**src/rtl/pin_entry_ctrl.sv**
```systemverilog
// PIN entry controller for a card reader keypad: collects four BCD digits,
// checks them against the expected PIN, and grants the session or retains the card.
module pin_entry_ctrl #(
  parameter int TIMEOUT_CYCLES = 16,
  parameter int MAX_TRIES      = 3
) (
  input  logic        clk,
  input  logic        rst,
  input  logic        card_in,
  input  logic        key_valid,
  input  logic [3:0]  key_code,
  input  logic [15:0] correct_pin,
  output logic        pin_ok,
  output logic        pin_fail,
  output logic        pin_granted,
  output logic        card_locked,
  output logic        timeout,
  output logic [2:0]  digit_count,
  output logic [1:0]  try_count
);

  localparam logic [2:0] IDLE    = 3'd0;
  localparam logic [2:0] COLLECT = 3'd1;
  localparam logic [2:0] CHECK   = 3'd2;
  localparam logic [2:0] GRANTED = 3'd3;
  localparam logic [2:0] LOCKED  = 3'd4;

  localparam int TW = $clog2(TIMEOUT_CYCLES) + 1;

  logic [2:0]    state_reg, state_next;
  logic [15:0]   buffer_reg, buffer_next;
  logic [2:0]    digit_count_reg, digit_count_next;
  logic [1:0]    try_count_reg, try_count_next;
  logic [TW-1:0] timer_reg, timer_next;
  logic          pin_ok_next, pin_fail_next, timeout_next;

  logic key_accepted;
  logic key_is_digit;

  // Reserved codes never count as activity, so they neither act nor reset the timer.
  assign key_accepted = key_valid && (key_code <= 4'hC);
  assign key_is_digit = key_code <= 4'd9;

  always_comb begin
    state_next       = state_reg;
    buffer_next      = buffer_reg;
    digit_count_next = digit_count_reg;
    try_count_next   = try_count_reg;
    timer_next       = timer_reg;
    pin_ok_next      = 1'b0;
    pin_fail_next    = 1'b0;
    timeout_next     = 1'b0;

    case (state_reg)
      IDLE: begin
        if (card_in) begin
          state_next       = COLLECT;
          buffer_next      = 16'h0000;
          digit_count_next = 3'd0;
          try_count_next   = 2'd0;
          timer_next       = '0;
        end
      end

      COLLECT: begin
        // Card removal outranks both key activity and timer expiry.
        if (!card_in) begin
          state_next       = IDLE;
          buffer_next      = 16'h0000;
          digit_count_next = 3'd0;
          timer_next       = '0;
        end else if (key_accepted) begin
          timer_next = '0;
          if (key_is_digit) begin
            if (digit_count_reg < 3'd4) begin
              buffer_next      = {buffer_reg[11:0], key_code};
              digit_count_next = digit_count_reg + 3'd1;
            end
          end else if (key_code == 4'hA) begin
            buffer_next      = 16'h0000;
            digit_count_next = 3'd0;
          end else if (key_code == 4'hB) begin
            if (digit_count_reg == 3'd4) begin
              state_next = CHECK;
            end
          end else begin
            state_next       = IDLE;
            buffer_next      = 16'h0000;
            digit_count_next = 3'd0;
          end
        end else if (timer_reg == TW'(TIMEOUT_CYCLES - 1)) begin
          timeout_next     = 1'b1;
          state_next       = IDLE;
          buffer_next      = 16'h0000;
          digit_count_next = 3'd0;
          timer_next       = '0;
        end else begin
          timer_next = timer_reg + TW'(1);
        end
      end

      CHECK: begin
        if (!card_in) begin
          state_next       = IDLE;
          buffer_next      = 16'h0000;
          digit_count_next = 3'd0;
        end else if (buffer_reg == correct_pin) begin
          pin_ok_next = 1'b1;
          state_next  = GRANTED;
        end else begin
          pin_fail_next  = 1'b1;
          try_count_next = try_count_reg + 2'd1;
          if (32'(try_count_reg) + 32'd1 < 32'(MAX_TRIES)) begin
            state_next       = COLLECT;
            buffer_next      = 16'h0000;
            digit_count_next = 3'd0;
            timer_next       = '0;
          end else begin
            state_next = LOCKED;
          end
        end
      end

      GRANTED: begin
        if (!card_in) begin
          state_next       = IDLE;
          buffer_next      = 16'h0000;
          digit_count_next = 3'd0;
        end
      end

      LOCKED: begin
        state_next = LOCKED;
      end

      default: begin
        state_next = IDLE;
      end
    endcase
  end

  always_ff @(posedge clk or posedge rst) begin
    if (rst) begin
      state_reg       <= IDLE;
      buffer_reg      <= 16'h0000;
      digit_count_reg <= 3'd0;
      try_count_reg   <= 2'd0;
      timer_reg       <= '0;
      pin_ok          <= 1'b0;
      pin_fail        <= 1'b0;
      pin_granted     <= 1'b0;
      card_locked     <= 1'b0;
      timeout         <= 1'b0;
    end else begin
      state_reg       <= state_next;
      buffer_reg      <= buffer_next;
      digit_count_reg <= digit_count_next;
      try_count_reg   <= try_count_next;
      timer_reg       <= timer_next;
      pin_ok          <= pin_ok_next;
      pin_fail        <= pin_fail_next;
      timeout         <= timeout_next;
      pin_granted     <= (state_next == GRANTED);
      card_locked     <= (state_next == LOCKED);
    end
  end

  assign digit_count = digit_count_reg;
  assign try_count   = try_count_reg;

endmodule

```
**config.mk**
```make
export PLATFORM = sky130hd
export DESIGN_NAME = pin_entry_ctrl
export DESIGN_NICKNAME = d
export VERILOG_FILES = /design/src/rtl/pin_entry_ctrl.sv
export SDC_FILE = /design/constraint.sdc
export NUM_CORES = 1
export LEC_CHECK = 0
export ABC_AREA = 1
export BUFFER_PORTS_ARGS = -buffer_cell sky130_fd_sc_hd__buf_2
export CORE_MARGIN = 1
export CORE_UTILIZATION = 51
export CTS_CLUSTER_DIAMETER = 80
export DETAILED_ROUTE_END_ITERATION = 10
export PLACE_DENSITY_LB_ADDON = 0.12
export SYNTH_ARGS = -nofsm -noshare
export SYNTH_HDL_FRONTEND = slang
export SYNTH_SLANG_ARGS = --single-unit
```
**constraint.sdc**
```tcl
create_clock -name clk -period 1.6 [get_ports clk]
set_input_delay 0.16 -clock clk [delete_from_list [all_inputs] [get_ports clk]]
set_output_delay 0.16 -clock clk [all_outputs]
set_load 0.02 [all_outputs]
```
==> results, run 1 <==
- The run finished, with violations left.
- The final reports fail on negative setup slack.
- During I/O placement, the number of pins put on the boundary was 34.
- The path class of the lowest-slack min-delay path is input pin to flop.
- The routed design has 5.46 mm of wire.
- The setup slack at placement is -0.00581 ns.
- The combined area of the multi-input logic cells is 1290 µm².
- The number of endpoints with negative hold slack in the final report is 0.
- After synthesis, the largest family of logic cells by area is simple AND/OR/NAND/NOR gates.
- The highest fanout seen on the critical path is 5.
- The buffer depth of the longest clock path is 2.
- The count of inserted antenna diode cells is 0.
- Synthesis inferred 34 register bits.
- The cell chosen for the clock root is sky130_fd_sc_hd__clkbuf_8.
- The proportion of netlist area held by the largest area contributor is 38.0%.
- The area of the die is 4660 µm².
- The number of pins with negative max-slew slack in the final report is 0.
- In the post-synthesis netlist, the biggest area contributors are sky130_fd_sc_hd__dfrtp_1 (38%), sky130_fd_sc_hd__nand2_1 (20%), sky130_fd_sc_hd__inv_1 (7.0%).
- Yosys instantiated no cell more often than sky130_fd_sc_hd__nand2_1.
- Adding up every negative setup slack in the final design gives -1.47 ns.
- Clock tree synthesis found a total of 34 sinks.
- The setup skew after layout is 0.00580 ns.
- Once layout is complete, the utilization of the core stands at 72.1%.
- The initial antenna violation count is 0.
- The source-to-sink clock delay at the later pin of the worst-skew pair is 0.29 ns.
- The count of TritonRoute iterations in the first routing pass is 4.
- The synthesis-to-finish area growth is 32.5%.
- The arithmetic-cell share of the synthesized area counting full adders, half adders and majority gates is 2.79%.
- Dividing the detail-routed via count by the number of cells gives 4.86.
- The vertical extent of the die is 68.3 µm.
- The count of fill cells added during filler insertion is 340.
- The number of cells in the finished layout apart from fillers is 442.
- At the worst endpoint, the required time is 1.78 ns.
- sky130_fd_sc_hd__dfrtp_1 takes more of the synthesized area than any other cell.
- For this configuration, the core starts out at a cell density of 54.4%.
- The chip width is 68.3 µm.
- The worst setup path is captured at a flop.
- Once placement completed, the tool counted placed cells totaling 414.
- The number of remaining DRC errors is 0.
- The via count of the first global-routing pass is 1880.
- Setup repair after global routing could not meet its margin everywhere.
- The CTS buffer count is 5.
- The synthesized netlist contains 25 unique library cells.
- After layout, the worst setup slack is -0.114 ns.
- After synthesis, the most frequently instantiated cells are sky130_fd_sc_hd__nand2_1 (121), sky130_fd_sc_hd__inv_1 (42), sky130_fd_sc_hd__dfrtp_1 (34).
- The time the final worst path needs with I/O delays and setup is 1.71 ns.
- The data arrival time of the critical path is 1.90 ns.
- The cell area after synthesis is 2240 µm².
- The violation count after the first detailed-routing iteration is 110.
- Power spread over the standard cell area amounts to 688 nW/µm².
- The sequential fraction of the synthesis area is 38.0%.
- STA classifies the critical path startpoint as a flop.
- The global-route wire length before repair is 8.63 mm.
- The number of nets still failing antenna checks after routing is 0.
- The global-route usage over all layers is 25.6%.
- The category of the critical setup timing path is flop to flop.
- The mean instance size in the synthesized netlist is 7.00 µm².
- The clock edge transition at the registers on the reported setup and hold paths is 0.07 ns.
- Of the total synthesized cell area, the portion taken by AND, OR, NAND and NOR gates is 44.3%.
- The number of synthesized flops with an enable pin is 0.
- In the final design database the tool counted 420 nets.
- The detailed placement HPWL is 3.60 mm.
- Max-cap violations in this run came to 0.
- During synthesis, Yosys emitted a total of 0 warnings.
- The maximum clock frequency is 584 MHz.
- The gate count after technology mapping is 320.
- The synthesized netlist devotes 2.35% of its cell area to XOR and XNOR gates.
- Counting flops with an async set or reset pin after synthesis yields a share of 100%.
- For this design the static power due to leakage is 1.71 nW.
- The total setup violations reported at the end of the flow is 19.
- The placeable core region is 4120 µm².
- Registers take 851 µm².
- The total overflow left after global routing is 0.
- The routed length per placed instance is 12.3 µm.
- The maximum number of pins on one net before global-route repair is 35.
- The routability congestion estimate from global placement is 0.783.
- The share of the synthesized area in compound gates (AO/OA/AOI/OAI) is 1.34%.
- The total number of H-tree levels is 2.
- TritonCTS built the clock tree.
- The number of flip-flops under the largest register name is 16.
- VDD sags by at most 0.000480 V.
- The final critical path takes up 107% of the cycle.
- The share of post-route cells with drive strength above 1 is 34.7%.
- The detailed-route via count is 2150.
- The fraction of synthesized area in multiplexers is 0%.
- Counting every net in the synthesized netlist gives 349.
- The number of placement rows is 23.
- In this run the tool buffered the top-level ports with 33 buffer cells.
- At the pin with the least slew margin, the transition time is 0.432 ns.
- The headroom to the max-slew limit is 71.2%.
- Among all flip-flop cells after synthesis, the most frequent one is sky130_fd_sc_hd__dfrtp_1.
## metrics by stage
| stage | total power (W) | instance area (µm²) | hold WS (ns) |
|---|---|---|---|
| finish | 0.00204 | 2970 | 0.166 |
| detailed placement | 0.00124 | 2550 | 0.278 |
| CTS | 0.00200 | 2810 | 0.163 |
| global route | 0.00213 | 2970 | 0.173 |
| global placement | 0.00124 | 2550 | 0.275 |
| floorplan | 0.00114 | 2240 | 0.302 |
## per-layer routing
layer  GRT usage [%]  share of wire (%)
met4            9.11                1.8
met1            34.9                 48
met3            6.00                5.2
met5               0                  0
met2            39.2                 45
## cells in the final DEF, fill, tap and decap left out, drive strengths merged, types with 3 or more instances in the layout
master / synthesis / layout
buf: 7 / 67
clkbuf: 0 / 7
dfrtp: 34 / 34
ha: 5 / 5
inv: 48 / 48
nand2: 127 / 130
nand3: 36 / 36
nand4: 3 / 3
nor2: 40 / 40
nor3: 6 / 6
o21ai: 6 / 6
xor2: 6 / 6
## where the power goes
part           leakage (nW)  internal [W]  switching, W
Clock                0.0482      0.000347      0.000319
Combinational          1.19      0.000207      0.000280
Sequential            0.472      0.000875     0.0000121
## worst max-delay path, cell delays in order, from the launching register on
cell and delay, ns:
sky130_fd_sc_hd__dfrtp_1 0.35, sky130_fd_sc_hd__ha_2 0.18, sky130_fd_sc_hd__nand2_1 0.07, sky130_fd_sc_hd__inv_2 0.08, sky130_fd_sc_hd__nand2_4 0.06, sky130_fd_sc_hd__nor2_4 0.13
sky130_fd_sc_hd__nor2_4 0.04, sky130_fd_sc_hd__nand2_2 0.06, sky130_fd_sc_hd__nand2_2 0.06, sky130_fd_sc_hd__nor2_4 0.20, sky130_fd_sc_hd__buf_6 0.16, sky130_fd_sc_hd__nand2_4 0.08
sky130_fd_sc_hd__nand2_1 0.08, sky130_fd_sc_hd__nand2_1 0.06
## area by class of cell
class                   instances  share of cell area, %
clock inverters                 1                  0.169
repair buffers                 68                   16.6
flip-flops and latches         34                   28.7
clock buffers                   7                   2.91
inverters                      48                   6.07
multi-input cells             234                   43.4
well taps                      50                   2.11
## cell families (layout without fill, tap and decap cells)
group           after synthesis  count (layout)
flops                        34              34
compound gates                6               6
xor+xnor                      6               6
simple gates                214             217
fa+ha+maj                     5               5
buf+inv                      55             124
## repair_timing
| action | in CTS | in global routing |
|---|---|---|
| hold endpoints to repair | 34 | 0 |
| cloned | 2 | 2 |
| pin swaps | 0 | 14 |
| resized for setup | 15 | 29 |
| endpoints found under the setup margin | 9 | 29 |
| hold buffers | 1 | 0 |
| buffers inserted | 9 | 7 |
## path summary, 6_finish.rpt
check	end	cells past startpoint	slack [ns]	startpoint
hold / removal	timer_reg[4]$_DFFE_PP0P_	3	0.17	card_in
min in group asynchronous	try_count[1]$_DFFE_PP0P_	4	0.51	rst
setup / recovery	buffer_reg[9]$_DFFE_PP0P_	13	-0.11	timer_reg[1]$_DFFE_PP0P_
max in group asynchronous	timer_reg[1]$_DFFE_PP0P_	4	0.78	rst
hold reg to reg	buffer_reg[11]$_DFFE_PP0P_	2	0.51	buffer_reg[11]$_DFFE_PP0P_
setup reg to reg	buffer_reg[9]$_DFFE_PP0P_	13	-0.11	timer_reg[1]$_DFFE_PP0P_
No activity file was read; power rests on OpenSTA's default activity.
==> inputs of run 2 (changes only) <==
--- a/config.mk
+++ b/config.mk
@@ -8,7 +8,8 @@
 export ABC_AREA = 1
 export BUFFER_PORTS_ARGS = -buffer_cell sky130_fd_sc_hd__buf_2
 export CORE_MARGIN = 1
-export CORE_UTILIZATION = 51
+export CORE_UTILIZATION = 53
+export CTS_BUF_LIST = sky130_fd_sc_hd__clkbuf_8
 export CTS_CLUSTER_DIAMETER = 80
 export DETAILED_ROUTE_END_ITERATION = 10
 export PLACE_DENSITY_LB_ADDON = 0.12
==> results, run 2 (same netlist as run 1, synthesis figures left out) <==
- The run finished, with violations left.
- The final reports fail on negative setup slack.
- The number of pins with negative max-slew slack in the final report is 0.
- The share of post-route cells with drive strength above 1 is 32.7%.
- Net switching is 28.7% of the power.
- In the final routed layout, each cell accounts on average for 13.1 µm.
- The worst setup path is launched from a flop.
- The buffer depth of the longest clock path is 2.
- The library cells used most frequently in the layout, excluding fill and tap cells, are sky130_fd_sc_hd__nand2_1 (112), sky130_fd_sc_hd__inv_1 (39), sky130_fd_sc_hd__dfrtp_1 (34).
- The placeable core region is 4030 µm².
- The number of placed I/O pins is 34.
- The sequential share of power is 41.8%.
- After detailed routing, the number of remaining DRC violations is 0.
- The count of TritonRoute iterations in the first routing pass is 4.
- The die is 67.0 µm tall.
- The worst reg2reg path endpoint is buffer_reg[0]$_DFFE_PP0P_.
- Data on the critical path is required at its endpoint by 1.78 ns.
- The path with the worst hold slack has its endpoint at state_reg[0]$_DFF_PP0_.
- The number of nets still failing antenna checks after routing is 0.
- The cell count of the worst hold path is 3.
- The aggregate routed wire length is 5.74 mm.
- Walking the worst path, the cells encountered are ha_2 -> nand2_2 -> inv_2 -> nand2_4 -> nor2_4 -> nor2_4 -> nand2_2 -> nand2_2 -> nor2_4 -> buf_8 -> nand2_8 -> nand2_1 -> nand2_1.
- The tool flagged a number of max-cap violations equal to 0.
- The source-to-sink clock delay at the later pin of the worst-skew pair is 0.29 ns.
- In the routed layout, each cell is associated on average with a via count of 5.02.
- The time the final worst path needs with I/O delays and setup is 1.67 ns.
- Compared with the post-synthesis result, the final layout area differs by 33.2%.
- The clock edge transition at the registers on the reported setup and hold paths is 0.07 ns.
- The first global-routing pass estimated 8.69 mm of wire.
- The data arrival time of the critical path is 1.86 ns.
- The number of input and output port buffers inserted is 33.
- The gate family responsible for the most delay along the worst path is simple AND/OR/NAND/NOR gates.
- The cell total after placement is 413.
- The violation count after the first detailed-routing iteration is 144.
- Setup repair after global routing could not meet its margin everywhere.
- The via count of the first global-routing pass is 1866.
- The category of the critical setup timing path is flop to flop.
- The final standard cell area without fillers is 2980 µm².
- The starting density of the core is 55.6%.
- The global-route usage over all layers is 26.4%.
- The ratio of total power to cell area is 714 nW/µm².
- The slew at the pin with the worst max-slew slack is 0.455 ns.
- VDD sags by at most 0.000568 V.
- The largest single stage delay on the critical path is 0.37 ns.
- In this run the cell area measured after placement is 2560 µm².
- The most common cell after layout, fill and taps aside is sky130_fd_sc_hd__nand2_1.
- Along the worst path, the maximum fanout reaches 9.
- In this run the static leakage power is 1.71 nW.
- The analysis attributes to net switching a power of 0.000612 W.
- The proportion of power drawn by combinational gates is 22.5%.
- On the critical path, the stage with the largest delay is an instance of sky130_fd_sc_hd__dfrtp_1.
- The aggregate global routing overflow is 0.
- For flop-to-flop paths, the worst setup slack is -0.07 ns.
- Detailed routing inserted a total of 2197 vias.
- The post-layout net count is 416.
- Once layout is complete, the cells apart from fillers number 438.
- Detailed placement ended at an HPWL of 3.58 mm.
- Setup slack on the critical path of the routed design comes to -0.0723 ns.
- The number of endpoints with negative hold slack in the final report came to 0.
- The routability congestion estimate from global placement is 0.858.
- The worst path uses 105% of the clock period.
- The number of flip-flops under the largest register name is 16.
- The launch instance of the worst min-delay path is card_in.
- The maximum number of pins on one net before global-route repair is 35.
- The clock tree synthesis step divided the H-tree into 2 levels.
- Adding up every negative setup slack in the final design gives -0.939 ns.
- The number of buffers and inverters on the critical path is 2.
- The sort of element at the end of the critical path is a flop.
- The share of total power in the clock network is 35.7%.
- The floorplan step defined a die boundary enclosing 4490 µm².
- The cell count of the worst reg-to-reg path is 13.
- The CTS buffer count is 5.
- The worst register-to-register path begins at timer_reg[1]$_DFFE_PP0P_.
- The repair_antennas step left the layout with diodes totalling 0.
- The cell chosen for the clock root is sky130_fd_sc_hd__clkbuf_8.
- The initial antenna violation count is 0.
- The die is 67.0 µm wide.
- The internal power is 0.00152 W.
- The total setup violations reported at the end of the flow is 19.
- The path class of the tightest hold or removal check is input pin to flop.
- The worst pin sits at a relative slew slack of 69.7%.
- The setup skew after layout is 0.00267 ns.
- The clock net sink count is 34.
- The maximum clock frequency is 598 MHz.
- Row generation in the floorplan step produced 23 rows.
- TritonCTS built the clock tree.
run 2: worst reg2reg max path: cells and delay by family (launching register included):
family	cells	cell delay [ns]
AND/OR/NAND/NOR	10	0.76
buffers and inverters	2	0.24
flip-flops	1	0.37
adder cells (fa/ha/maj)	1	0.19
run 2: stage by stage:
step,util (%),power [W],setup slack [ns],hold slack (ns)
finish,74.0,0.00213,-0.0723,0.210
floorplan,-,0.00114,0.00769,0.302
global route,74.0,0.00222,-0.125,0.208
detailed placement,63.6,0.00126,-0.0630,0.289
CTS,70.7,0.00209,-0.0255,0.196
global placement,63.6,0.00125,-0.00996,0.273
run 2: timing repair:
action | 4_1_cts | 5_1_grt
gates cloned | 2 | 1
pin swaps | 8 | 14
setup endpoints to repair | 19 | 29
setup buffers | 6 | 7
gates resized for setup | 16 | 21
hold buffers | 1 | 0
endpoints found under the hold margin | 34 | 0
run 2: how the worst max path moves through the flow:
stage / slack (ns) / depth (start not counted) / endpoint / startpoint
after floorplan: 0.008 / 13 / digit_count[0]$_DFFE_PP0P_ / timer_reg[0]$_DFFE_PP0P_
after global placement: -0.01 / 12 / buffer_reg[10]$_DFFE_PP0P_ / timer_reg[1]$_DFFE_PP0P_
after detailed placement: -0.06 / 12 / buffer_reg[15]$_DFFE_PP0P_ / timer_reg[1]$_DFFE_PP0P_
after CTS: -0.03 / 13 / buffer_reg[15]$_DFFE_PP0P_ / timer_reg[1]$_DFFE_PP0P_
after global routing: -0.13 / 13 / buffer_reg[4]$_DFFE_PP0P_ / timer_reg[1]$_DFFE_PP0P_
final: -0.07 / 13 / buffer_reg[0]$_DFFE_PP0P_ / timer_reg[1]$_DFFE_PP0P_
run 2: final cells by class:
type	count	area, µm²
Clock buffer	8	110
Fill cell	304	1050
Inverter	48	180
Multi-Input combinational cell	233	1280
Sequential cell	34	851
Tap cell	50	62.6
Timing Repair Buffer	65	500
run 2: power by group through the flow:
stage	Combinational (W)	Sequential, W	Clock [W]
floorplan	0.000234	0.000904	0
CTS	0.000446	0.000887	0.000761
global route	0.000524	0.000888	0.000802
finish	0.000479	0.000889	0.000760
detailed placement	0.000354	0.000902	0
global placement	0.000348	0.000902	0
run 2: layer usage:
metal / up-vias / GRT usage (%) / share of wire (%) / wire [µm]
met5: - / 0 / 0 / 0
met1: 1005 / 36.1 / 46 / 2620
met2: 69 / 42.3 / 47 / 2720
met3: 7 / 4.97 / 6.0 / 344
met4: 0 / 7.18 / 0.98 / 56
li1: 1116 / - / - / -
